`src/rtl/wave_sdram_arbiter.sv`:
```
// wave_sdram_arbiter: shares one SDRAM port between the ROM/wave download
// write stream and NV voice read requesters.
// Download writes win over voice reads. Voice reads are granted round-robin.
// Only one SDRAM transaction is in flight at a time.
// Optional feature: define WAVE_ARB_CACHE_EN to add a one-word read cache per voice.
module wave_sdram_arbiter #(
  parameter int NV      = 4,
  parameter int AW      = 20,
  parameter int TIMEOUT = 63
) (
  input  logic            i_clk,
  input  logic            i_reset,
  input  logic            i_dl_active,
  input  logic            i_dl_wr,
  input  logic [24:0]     i_dl_addr,
  input  logic [7:0]      i_dl_data,
  output logic            o_dl_wait,
  input  logic [NV-1:0]   i_v_req,
  input  logic [NV*AW-1:0] i_v_addr,
  output logic [NV-1:0]   o_v_ack,
  output logic [15:0]     o_v_data,
  input  logic            i_sd_ready,
  output logic [24:0]     o_sd_addr,
  output logic            o_sd_rd,
  output logic            o_sd_we,
  output logic [7:0]      o_sd_din,
  input  logic [15:0]     i_sd_dout,
  input  logic            i_sd_done,
  output logic            o_err
);

  localparam int GW = (NV > 1) ? $clog2(NV) : 1;

  typedef enum logic [2:0] {
    S_IDLE,
    S_WR_ISSUE,
    S_WR_WAIT,
    S_RD_ISSUE,
    S_RD_WAIT,
    S_RD_ACK
  } state_t;

  state_t        r_state;
  state_t        w_next_state;

  logic          r_buf_full;
  logic [24:0]   r_buf_addr;
  logic [7:0]    r_buf_data;
  logic [GW-1:0] r_rr_ptr;
  logic [GW-1:0] r_grant;
  logic [5:0]    r_cnt;
  logic          r_err;
  logic [15:0]   r_v_data;
  logic [24:0]   r_sd_addr;
  logic [7:0]    r_sd_din;

  logic          w_req_any;
  logic [GW-1:0] w_req_gnt;
  logic [AW-1:0] w_req_addr;
  logic          w_timeout;
  logic          w_hit;
  logic [15:0]   w_hit_data;
  logic          w_sd_rd;
  logic          w_sd_we;
  logic [NV-1:0] w_v_ack;

  // Pick the first requesting voice at or above the round-robin pointer, wrapping modulo NV.
  always_comb begin
    w_req_any = 1'b0;
    w_req_gnt = '0;
    for (int i = 0; i < NV; i++) begin
      if (!w_req_any && i_v_req[(int'(r_rr_ptr) + i) % NV]) begin
        w_req_any = 1'b1;
        w_req_gnt = GW'((int'(r_rr_ptr) + i) % NV);
      end
    end
  end

  assign w_req_addr = i_v_addr[int'(w_req_gnt)*AW +: AW];
  assign w_timeout  = (r_cnt == 6'(TIMEOUT - 1));

`ifdef WAVE_ARB_CACHE_EN
  logic          r_cache_valid [NV];
  logic [AW-1:0] r_cache_tag   [NV];
  logic [15:0]   r_cache_data  [NV];

  assign w_hit      = r_cache_valid[w_req_gnt] && (r_cache_tag[w_req_gnt] == w_req_addr);
  assign w_hit_data = r_cache_data[w_req_gnt];

  // Fill the granted voice's entry on a good read; any download write invalidates everything.
  always_ff @(posedge i_clk or posedge i_reset) begin
    if (i_reset) begin
      for (int i = 0; i < NV; i++) begin
        r_cache_valid[i] <= 1'b0;
        r_cache_tag[i]   <= '0;
        r_cache_data[i]  <= '0;
      end
    end else begin
      if (r_state == S_RD_WAIT && i_sd_done) begin
        r_cache_valid[r_grant] <= 1'b1;
        r_cache_tag[r_grant]   <= r_sd_addr[AW-1:0];
        r_cache_data[r_grant]  <= i_sd_dout;
      end
      if (i_dl_wr) begin
        for (int i = 0; i < NV; i++) begin
          r_cache_valid[i] <= 1'b0;
        end
      end
    end
  end
`else
  assign w_hit      = 1'b0;
  assign w_hit_data = 16'h0000;
`endif

  // State register.
  always_ff @(posedge i_clk or posedge i_reset) begin
    if (i_reset) begin
      r_state <= S_IDLE;
    end else begin
      r_state <= w_next_state;
    end
  end

  // Next-state decode plus the strobes that depend only on the current state.
  always_comb begin
    w_next_state = r_state;
    w_sd_rd      = 1'b0;
    w_sd_we      = 1'b0;
    w_v_ack      = '0;
    case (r_state)
      S_IDLE: begin
        if (i_sd_ready) begin
          if (r_buf_full) begin
            w_next_state = S_WR_ISSUE;
          end else if (!i_dl_active && w_req_any) begin
            w_next_state = w_hit ? S_RD_ACK : S_RD_ISSUE;
          end
        end
      end
      S_WR_ISSUE: begin
        w_sd_we      = 1'b1;
        w_next_state = S_WR_WAIT;
      end
      S_WR_WAIT: begin
        if (i_sd_done || w_timeout) begin
          w_next_state = S_IDLE;
        end
      end
      S_RD_ISSUE: begin
        w_sd_rd      = 1'b1;
        w_next_state = S_RD_WAIT;
      end
      S_RD_WAIT: begin
        if (i_sd_done || w_timeout) begin
          w_next_state = S_RD_ACK;
        end
      end
      S_RD_ACK: begin
        w_v_ack[r_grant] = 1'b1;
        w_next_state     = S_IDLE;
      end
      default: w_next_state = S_IDLE;
    endcase
  end

  // Datapath: write buffer, grant/address latch, wait counter, read data and error flag.
  always_ff @(posedge i_clk or posedge i_reset) begin
    if (i_reset) begin
      r_buf_full <= 1'b0;
      r_buf_addr <= '0;
      r_buf_data <= '0;
      r_rr_ptr   <= '0;
      r_grant    <= '0;
      r_cnt      <= '0;
      r_err      <= 1'b0;
      r_v_data   <= '0;
      r_sd_addr  <= '0;
      r_sd_din   <= '0;
    end else begin
      if (i_dl_active && i_dl_wr && !r_buf_full) begin
        r_buf_full <= 1'b1;
        r_buf_addr <= i_dl_addr;
        r_buf_data <= i_dl_data;
      end
      case (r_state)
        S_IDLE: begin
          r_cnt <= '0;
          if (i_sd_ready) begin
            if (r_buf_full) begin
              r_sd_addr <= r_buf_addr;
              r_sd_din  <= r_buf_data;
            end else if (!i_dl_active && w_req_any) begin
              r_grant   <= w_req_gnt;
              r_sd_addr <= 25'(w_req_addr);
              if (w_hit) begin
                r_v_data <= w_hit_data;
              end
            end
          end
        end
        S_WR_ISSUE, S_RD_ISSUE: begin
          r_cnt <= '0;
        end
        S_WR_WAIT: begin
          if (i_sd_done) begin
            r_buf_full <= 1'b0;
          end else if (w_timeout) begin
            r_buf_full <= 1'b0;
            r_err      <= 1'b1;
          end else begin
            r_cnt <= r_cnt + 6'd1;
          end
        end
        S_RD_WAIT: begin
          if (i_sd_done) begin
            r_v_data <= i_sd_dout;
          end else if (w_timeout) begin
            r_v_data <= 16'h0000;
            r_err    <= 1'b1;
          end else begin
            r_cnt <= r_cnt + 6'd1;
          end
        end
        S_RD_ACK: begin
          r_rr_ptr <= (r_grant == GW'(NV - 1)) ? '0 : r_grant + 1'b1;
        end
        default: ;
      endcase
    end
  end

  assign o_dl_wait = r_buf_full;
  assign o_v_ack   = w_v_ack;
  assign o_v_data  = r_v_data;
  assign o_sd_addr = r_sd_addr;
  assign o_sd_rd   = w_sd_rd;
  assign o_sd_we   = w_sd_we;
  assign o_sd_din  = r_sd_din;
  assign o_err     = r_err;

endmodule
```
`config.mk`:
```
export PLATFORM = sky130hd
export DESIGN_NAME = wave_sdram_arbiter
export DESIGN_NICKNAME = d
export VERILOG_FILES = /design/src/rtl/wave_sdram_arbiter.sv
export SDC_FILE = /design/constraint.sdc
export NUM_CORES = 1
export LEC_CHECK = 0
export BUFFER_PORTS_ARGS = -buffer_cell sky130_fd_sc_hd__buf_4
export CAP_MARGIN = 20
export CORE_ASPECT_RATIO = 1.2
export CORE_MARGIN = 1
export CORE_UTILIZATION = 40
export CTS_CLUSTER_DIAMETER = 80
export DETAILED_ROUTE_END_ITERATION = 10
export PLACE_DENSITY = 0.79
export SLEW_MARGIN = 15
export SYNTH_ARGS = -nofsm -noshare
export SYNTH_HDL_FRONTEND = slang
export SYNTH_SLANG_ARGS = --single-unit
export TNS_END_PERCENT = 100
```
`constraint.sdc`:
```
create_clock -name i_clk -period 7.9 [get_ports i_clk]
set_input_delay 1.58 -clock i_clk [delete_from_list [all_inputs] [get_ports i_clk]]
set_output_delay 1.58 -clock i_clk [all_outputs]
set_load 0.1 [all_outputs]
```
# [After elaboration in Yosys (flattened, before gate mapping)]
# Cells that the tools add are included.
[op_classes] add_sub_neg=5 multipliers=1 div=0 order_cmp=6 eq_ne=13 shifts=1 muxes=42 n_bitwise=5 reduce_logical=29
[op_table] operator="variable part select 80 x 8 -> 20 bit" count=1
[op_table] operator="two-way mux 25 bit" count=2
[op_table] operator="two-way mux 16 bit" count=2
[op_table] operator="two-way mux 1 bit" count=18
[op_table] operator="two-way mux 3 bit" count=5
[op_table] operator="one-hot mux 3 bit (5 select lines)" count=1
[op_table] operator="< comparator 3 x 4 -> 1 bit (second input constant)" count=3
[op_table] operator="two-way mux 6 bit" count=2
[op_table] operator="one-hot mux 6 bit (2 select lines)" count=1
[op_table] operator="AND reduction 3 bit" count=4
[op_table] operator="two-way mux 2 bit" count=5
[op_table] operator="!= test 2 bit (second input constant)" count=5
[op_table] operator="binary-select mux 1 bit (select 2 bit)" count=4
[op_table] operator="AND reduction 4 bit" count=2
[op_table] operator="OR reduction 2 bit" count=4
[op_table] operator="logical AND 1 bit" count=7
[op_table] operator="adder 6 x 1 -> 6 bit (second input constant)" count=1
[op_table] operator="== test 3 x 2 -> 1 bit (second input constant)" count=2
[op_table] operator="== test 3 bit (second input constant)" count=2
[op_table] operator="== test 6 bit (second input constant)" count=1
[op_table] operator="< comparator 2 x 3 -> 1 bit (second input constant)" count=2
[op_table] operator="nonzero test 2 bit" count=3
[op_table] operator="zero test 1 bit" count=5
[op_table] operator="multiplier 2 x 3 -> 5 bit (second input constant)" count=1
[op_table] operator="other kinds (14)" count=19
[totals] register_bits=97 latchBits=0 ram_bits=0 mem_bits_ro=0 inputBits=139 out_inout_bits=57 wordCells=113 n_memories=0

# [Longest topological paths before layout]
# Gate-level depths: netlist of run 1.
[logic_depth] word_depth=19 ltp_mapped=7 ltp_nobuf=7

# [Worst setup path before layout of run 1]
# OpenSTA, ideal clock, no wires.
[synth_timing] kind="register -> output" from="reg r_state[2]" to="out o_sd_we" arrival_ns=2.981 required_ns=6.320 slack_ns=3.339 stages_incl_launch_ff=4 path_buffers=2 path_cell_list="dfrtp_1 -> buf_2 -> clkbuf_1 -> nor3b_1"
[synth_via] elab_chain_cells=2
[synth_rtl] element="from (decl)" line_no="43" rtl="state_t r_state;"
[synth_rtl] element="from (signal assigned)" line_no="121" rtl="r_state <= w_next_state;"
[synth_rtl] element="== test 3 x 1 -> 1 bit" line_no="131" rtl="case (r_state)"
[synth_rtl] element="two-way mux 1 bit" line_no="131"
[synth_rtl] element="to (decl)" line_no="25" rtl="output logic o_sd_we,"
# No other way between the ends.

# [Final worst setup path of run 1]
[layout_timing] from="reg r_state[2]" to="out o_v_ack[3]"
[layout_via] elab_chain_cells=2
[layout_rtl] element="== test 3 bit" line_no="131"
[layout_rtl] element="two-way mux 4 bit" line_no="131"
[layout_rtl] element="to (decl)" line_no="20" rtl="output logic [NV-1:0] o_v_ack,"
# No other way between the ends.

==> flow_summary.toml, run 1 <==
[drt]
drt_iter0_drc = 221
ant_nets = 0
wl_um = 13300
detailedRoute.firstPassIterationCount = 4
via_count = 4302
avgRoutedWirePerCell_um = 16.6
vias_per_instance = 5.39
drt_drc_violations_left = 0

[flow_run]
max_cap_viol_count = 0

[logic_synthesis]
synthesis.instances = 458
post-synth-top-area-fraction_pct = 51.1
netlist_area_um2 = 4750
synthMostInstantiatedCell = "sky130_fd_sc_hd__dfrtp_1"
synth.yosys.warnings = 0
ys_types = 43
synth-main-ff-cell = "sky130_fd_sc_hd__dfrtp_1"
ys_seq_elements = 97
synth-seq-area-share_pct = 51.1
top_cells_by_count_synth = "97 x sky130_fd_sc_hd__dfrtp_1, 71 x sky130_fd_sc_hd__nand2_1, 47 x sky130_fd_sc_hd__a21oi_1"
synthesis.area_per_instance_um2 = 10.4
edff_count_synth = 0
synth_area_leader = "sky130_fd_sc_hd__dfrtp_1"
netlist_top_cells_area = "sky130_fd_sc_hd__dfrtp_1 51%, sky130_fd_sc_hd__mux2_2 10%, sky130_fd_sc_hd__nand2_1 5.6%, sky130_fd_sc_hd__a21oi_1 5.0%, sky130_fd_sc_hd__a221o_1 4.4%"
synthesis.nets = 603
fraction_of_synthesis_flops_using_an_asynchronous_set_or_reset_pin_pct = 100

[min_path]
min-delay-start = "o_err"
number_of_stages_on_the_worst_hold_path = 1
worst_hold_path_type = "reg -> reg"
min_delay_worst_endpoint = "o_err"

[sta]
clock-skew-final_ns = 0.00681
worst_slew_pin_slew_ns = 0.898
rsz0062_at_grt = "false"
timing.final.max_slew_violations = 0
sum_neg_setup_slack_ns = 0
setup_viol = 0
fin_worst_hold_slack_ns = 0.473
min_period_over_period_pct = 44.4
max_clock_freq_mhz = 285
max_transition_margin_pct = 40.1
fin_crit_ns = 3.51
final_hold_viol_count = 0
post-route-worst-setup-slack_ns = 4.39

[final_layout]
area_of_combinational_cells_with_multiple_inputs_um2 = 2120
storage_element_area_um2 = 2430
finalCoreUtilization_pct = 57.3
flow.area_growth_from_synthesis_pct = 39.8
area_of_all_placed_cells_without_fillers_um2 = 6630
antennaDiodeCount = 0
layout.filler_cells = 977
nNetsFinal = 783
drive_above_1_share_pct = 41.7

[clocking]
worst_setup_hold_path_clk_slew_ns = 0.06
clkLatencyLatePin_ns = 0.33
cts_max_level = 3
hold_buffers_post_cts = 0
total_clock_buffers_created_by_cts = 9
clockBufferDepth = 2
cts.sink_count = 97
post_cts.repair.setup_buffers = 0
cts_resized = 0
cts_root_buf = "sky130_fd_sc_hd__clkbuf_16"
tritoncts = "yes"

[die]
coreArea_um2 = 11600
start_util_pct = 41.0
ports = 196
die-area_um2 = 12300
die_w_um = 101
dieHeight_um = 121
num_rows = 43

[global_route]
grt_antenna_before_repair = 0
wire_length_of_the_first_global_routing_pass_um = 20900
grt_max_degree = 73
total_global_route_track_usage_pct = 22.0
global_route.overflow_total = 0
vias_in_the_first_global_route = 4373

[worst_setup_path]
regToRegSetupSlack_ns = 5.37
worstRegToRegCells = 7
kind_of_capture_point_of_the_worst_setup_path = "output pin"
worstSetupStartpointType = "flip-flop"
cp_arrival_ns = 1.93
worstPathMaxFanout = 20
worst-endpoint-required_ns = 6.32
worstReg2RegStart = "o_dl_wait"
r2r_end = "r_grant[0]"
worstSetupPathType = "reg -> out"

[power]
worst_ir_drop_vdd_mv = 0.293
power_density_nw_per_um2 = 495
leakage_uw = 0.00319

[placement]
gp_congestion = 0.838
hpwl_um = 9740
dpl_cell_area_um2 = 6330
post-place-ws_ns = 4.29
port_buffers = 195

[run_status]
run_status = "finished, final reports clean"
## flip-flops by register name, summed over array words and instances, names as in the netlist
name	cells
o_dl_wait	1
r_state	3
r_grant	2
r_buf_addr	25
o_v_data	16
o_err	1
o_sd_addr	25
r_rr_ptr	2
r_buf_data	8
o_sd_din	8
r_cnt	6
## worst max-delay path, cell delays in order, from the launching register on
cell,delay [ns]
sky130_fd_sc_hd__dfrtp_1,0.77
sky130_fd_sc_hd__nor2b_1,0.33
sky130_fd_sc_hd__and3_1,0.20
sky130_fd_sc_hd__buf_4,0.29
## metal layers
metal	track usage [%]	wire, um
met5	0	0
met4	13.1	440
met3	4.32	633
met2	36.6	6890
met1	26.1	5320
## placed cells by master (no fill, tap or decap), types with 6 or more instances in the layout
| cell type | Yosys | layout |
|---|---|---|
| sky130_fd_sc_hd__a21oi_1 | 47 | 47 |
| sky130_fd_sc_hd__o21ai_1 | 7 | 7 |
| sky130_fd_sc_hd__nand2_1 | 71 | 71 |
| sky130_fd_sc_hd__ha_1 | 6 | 6 |
| sky130_fd_sc_hd__dfrtp_1 | 97 | 96 |
| sky130_fd_sc_hd__buf_4 | 2 | 201 |
| sky130_fd_sc_hd__mux2_2 | 42 | 42 |
| sky130_fd_sc_hd__nand3_1 | 6 | 6 |
| sky130_fd_sc_hd__inv_1 | 12 | 11 |
| sky130_fd_sc_hd__a221o_1 | 21 | 21 |
| sky130_fd_sc_hd__and3_1 | 6 | 6 |
| sky130_fd_sc_hd__a31oi_1 | 22 | 22 |
| sky130_fd_sc_hd__a22o_1 | 16 | 16 |
| sky130_fd_sc_hd__nor2_1 | 32 | 32 |
| sky130_fd_sc_hd__clkbuf_16 | 0 | 9 |
## kinds of logic after synthesis
kind of cell    synth area share (%)
fa+ha+maj                       1.58
flops                           51.1
mux                             9.97
xor+xnor                       0.923
simple gates                    12.2
buf+inv                         4.09
compound gates                  20.1
## how the worst max path moves through the flow
stage	from	to	slack [ns]	cells past startpoint
global route	r_state[2]	o_v_ack[3]	4.29	3
detailed placement	i_v_req[1]	o_sd_addr[18]	4.29	8
global placement	i_v_req[1]	o_sd_addr[7]	4.14	7
CTS	r_state[2]	o_v_ack[3]	4.38	3
finish	r_state[2]	o_v_ack[3]	4.39	3
floorplan	r_state[2]	o_sd_we	3.34	3
## area by class of cell
cell class	count	area share (%)
repair buffers	202	23.2
clock buffers	11	3.51
clock inverters	3	1.02
inverters	12	0.717
flip-flops and latches	97	36.6
multi-input cells	316	32.0
well taps	157	2.96
## power breakdown
group | switching (uW) | internal [uW]
Clock | 175 | 274
Combinational | 1400 | 535
Sequential | 170 | 729
Total | 1750 | 1540
## per-stage QoR
stage | std cells | power [uW]
global route | 798 | 3460
global placement | 783 | 2780
detailed placement | 784 | 2850
CTS | 798 | 3310
finish | 798 | 3290
floorplan | 458 | 2400
Power figures use the tool's default switching activity.
==> run 2: changes to the inputs <==
Clock period 7.9 ns to 3.4 ns, I/O delays scaled along.
==> flow_summary.toml, run 2 (same netlist as run 1, synthesis figures left out) <==
[run_status]
run_status = "finished, final reports clean"

[worst_setup_path]
worstReg2RegStart = "r_rr_ptr[0]"
worstSetupPathType = "reg -> out"
worst-endpoint-required_ns = 2.72
worstPathMaxFanout = 20
cp_arrival_ns = 1.98
kind_of_capture_point_of_the_worst_setup_path = "output pin"
worstSetupStartpointType = "flip-flop"
crit_start = "r_state[2]"

[power]
clock_power_share_pct = 13.6
leakage_uw = 0.00322
power.internal_uw = 3540
p_seq_share_pct = 27.4
netSwitchingPower_uw = 4150
relative_contribution_of_combinational_cells_to_total_power_pct = 59.0
worst_ir_drop_vdd_mv = 0.861
power.switching_fraction_pct = 53.9
power_density_nw_per_um2 = 1150

[sta]
timing.final.max_slew_violations = 0
setup_viol = 0
max_transition_margin_pct = 45.6
min_period_over_period_pct = 78.3
max_clock_freq_mhz = 375
sum_neg_setup_slack_ns = 0
fin_crit_ns = 2.66
worst_slew_pin_slew_ns = 0.816
final_hold_viol_count = 0
clock-skew-final_ns = 0.00676
rsz0062_at_grt = "false"

[drt]
vias_per_instance = 5.39
drt_iter0_drc = 199
via_count = 4335
wl_um = 14000
detailedRoute.firstPassIterationCount = 5
ant_nets = 0
drt_drc_violations_left = 0
avgRoutedWirePerCell_um = 17.4

[global_route]
total_global_route_track_usage_pct = 23.2
grt_antenna_before_repair = 1
grt_max_degree = 64
global_route.overflow_total = 0
wire_length_of_the_first_global_routing_pass_um = 21300
vias_in_the_first_global_route = 4274

[flow_run]
max_cap_viol_count = 0

[clocking]
worst_setup_hold_path_clk_slew_ns = 0.06
clockBufferDepth = 2
post_cts.repair.setup_buffers = 0
tritoncts = "yes"
total_clock_buffers_created_by_cts = 9
clkLatencyLatePin_ns = 0.34
cts_max_level = 3
cts_resized = 0
cts_root_buf = "sky130_fd_sc_hd__clkbuf_16"
cts.sink_count = 97
hold_buffers_post_cts = 0

[die]
num_rows = 43
coreArea_um2 = 11600
dieHeight_um = 121
start_util_pct = 41.0
ports = 196
die_w_um = 101
die-area_um2 = 12300

[placement]
gp_congestion = 0.841
hpwl_um = 10700
port_buffers = 195

[final_layout]
most-common-layout-cells = "205 x sky130_fd_sc_hd__buf_4, 96 x sky130_fd_sc_hd__dfrtp_1, 71 x sky130_fd_sc_hd__nand2_1, 47 x sky130_fd_sc_hd__a21oi_1, 42 x sky130_fd_sc_hd__mux2_2"
most_common_library_cell_in_the_layout_ignoring_fill_and_taps = "sky130_fd_sc_hd__buf_4"
flow.area_growth_from_synthesis_pct = 40.7
storage_element_area_um2 = 2430
drive_above_1_share_pct = 42.7
area_of_combinational_cells_with_multiple_inputs_um2 = 2130
layout.filler_cells = 1016
finalCoreUtilization_pct = 57.7
nNetsFinal = 787

[min_path]
min-delay-start = "o_err"
worst_hold_path_type = "reg -> reg"
run 2: worst paths after layout:
path | slack [ns] | cells past startpoint | end
worst max-delay path | 0.74 | 3 | o_v_ack[3]
worst min-delay path | 0.48 | 1 | o_err
worst max register to register | 1.11 | 7 | o_sd_addr[12]
worst min register to register | 0.48 | 1 | o_err
max in group asynchronous | 2.22 | 3 | o_sd_din[1]
min in group asynchronous | 0.50 | 2 | o_sd_din[4]
run 2: power groups by stage:
stage / Clock (uW) / Combinational [uW] / Sequential [uW]
after floorplan: 0 / 1580 / 3990
after global placement: 0 / 4480 / 2080
after detailed placement: 0 / 4560 / 2110
after CTS: 1080 / 4560 / 2110
after global routing: 1130 / 4780 / 2170
final: 1050 / 4540 / 2100
run 2: metal layers:
| layer | up-vias | routed length [um] | GRT usage (%) |
|---|---|---|---|
| met5 | - | 0 | 0 |
| met4 | 0 | 416 | 10.1 |
| met3 | 31 | 1280 | 7.20 |
| met2 | 240 | 7110 | 41.0 |
| met1 | 2043 | 5230 | 25.2 |
| li1 | 2021 | - | - |
run 2: final cells by class:
| cell class | instances | area share (%) |
|---|---|---|
| Tap cell | 157 | 2.94 |
| Clock inverter | 6 | 1.11 |
| Timing Repair Buffer | 206 | 23.4 |
| Clock buffer | 10 | 3.58 |
| Sequential cell | 97 | 36.4 |
| Multi-Input combinational cell | 316 | 31.9 |
| Antenna cell | 1 | 0.0375 |
| Inverter | 12 | 0.712 |
run 2: critical path: stages, from the launching register on:
cell and delay, ns:
sky130_fd_sc_hd__dfrtp_1 0.79, sky130_fd_sc_hd__nor2b_1 0.34, sky130_fd_sc_hd__and3_1 0.22, sky130_fd_sc_hd__buf_4 0.29
run 2: stage by stage:
stage / std cells / cell area [um^2] / setup WS (ns) / power [uW] / hold slack (ns)
3_5_place_dp: 788 / 6360 / 0.725 / 6670 / 0.468
3_3_place_gp: 788 / 6360 / 0.780 / 6560 / 0.467
2_1_floorplan: 458 / 4750 / 0.186 / 5570 / 0.470
6_report: 805 / 6680 / 0.736 / 7690 / 0.481
5_1_grt: 804 / 6670 / 0.628 / 8070 / 0.498
4_1_cts: 804 / 6670 / 0.715 / 7740 / 0.483
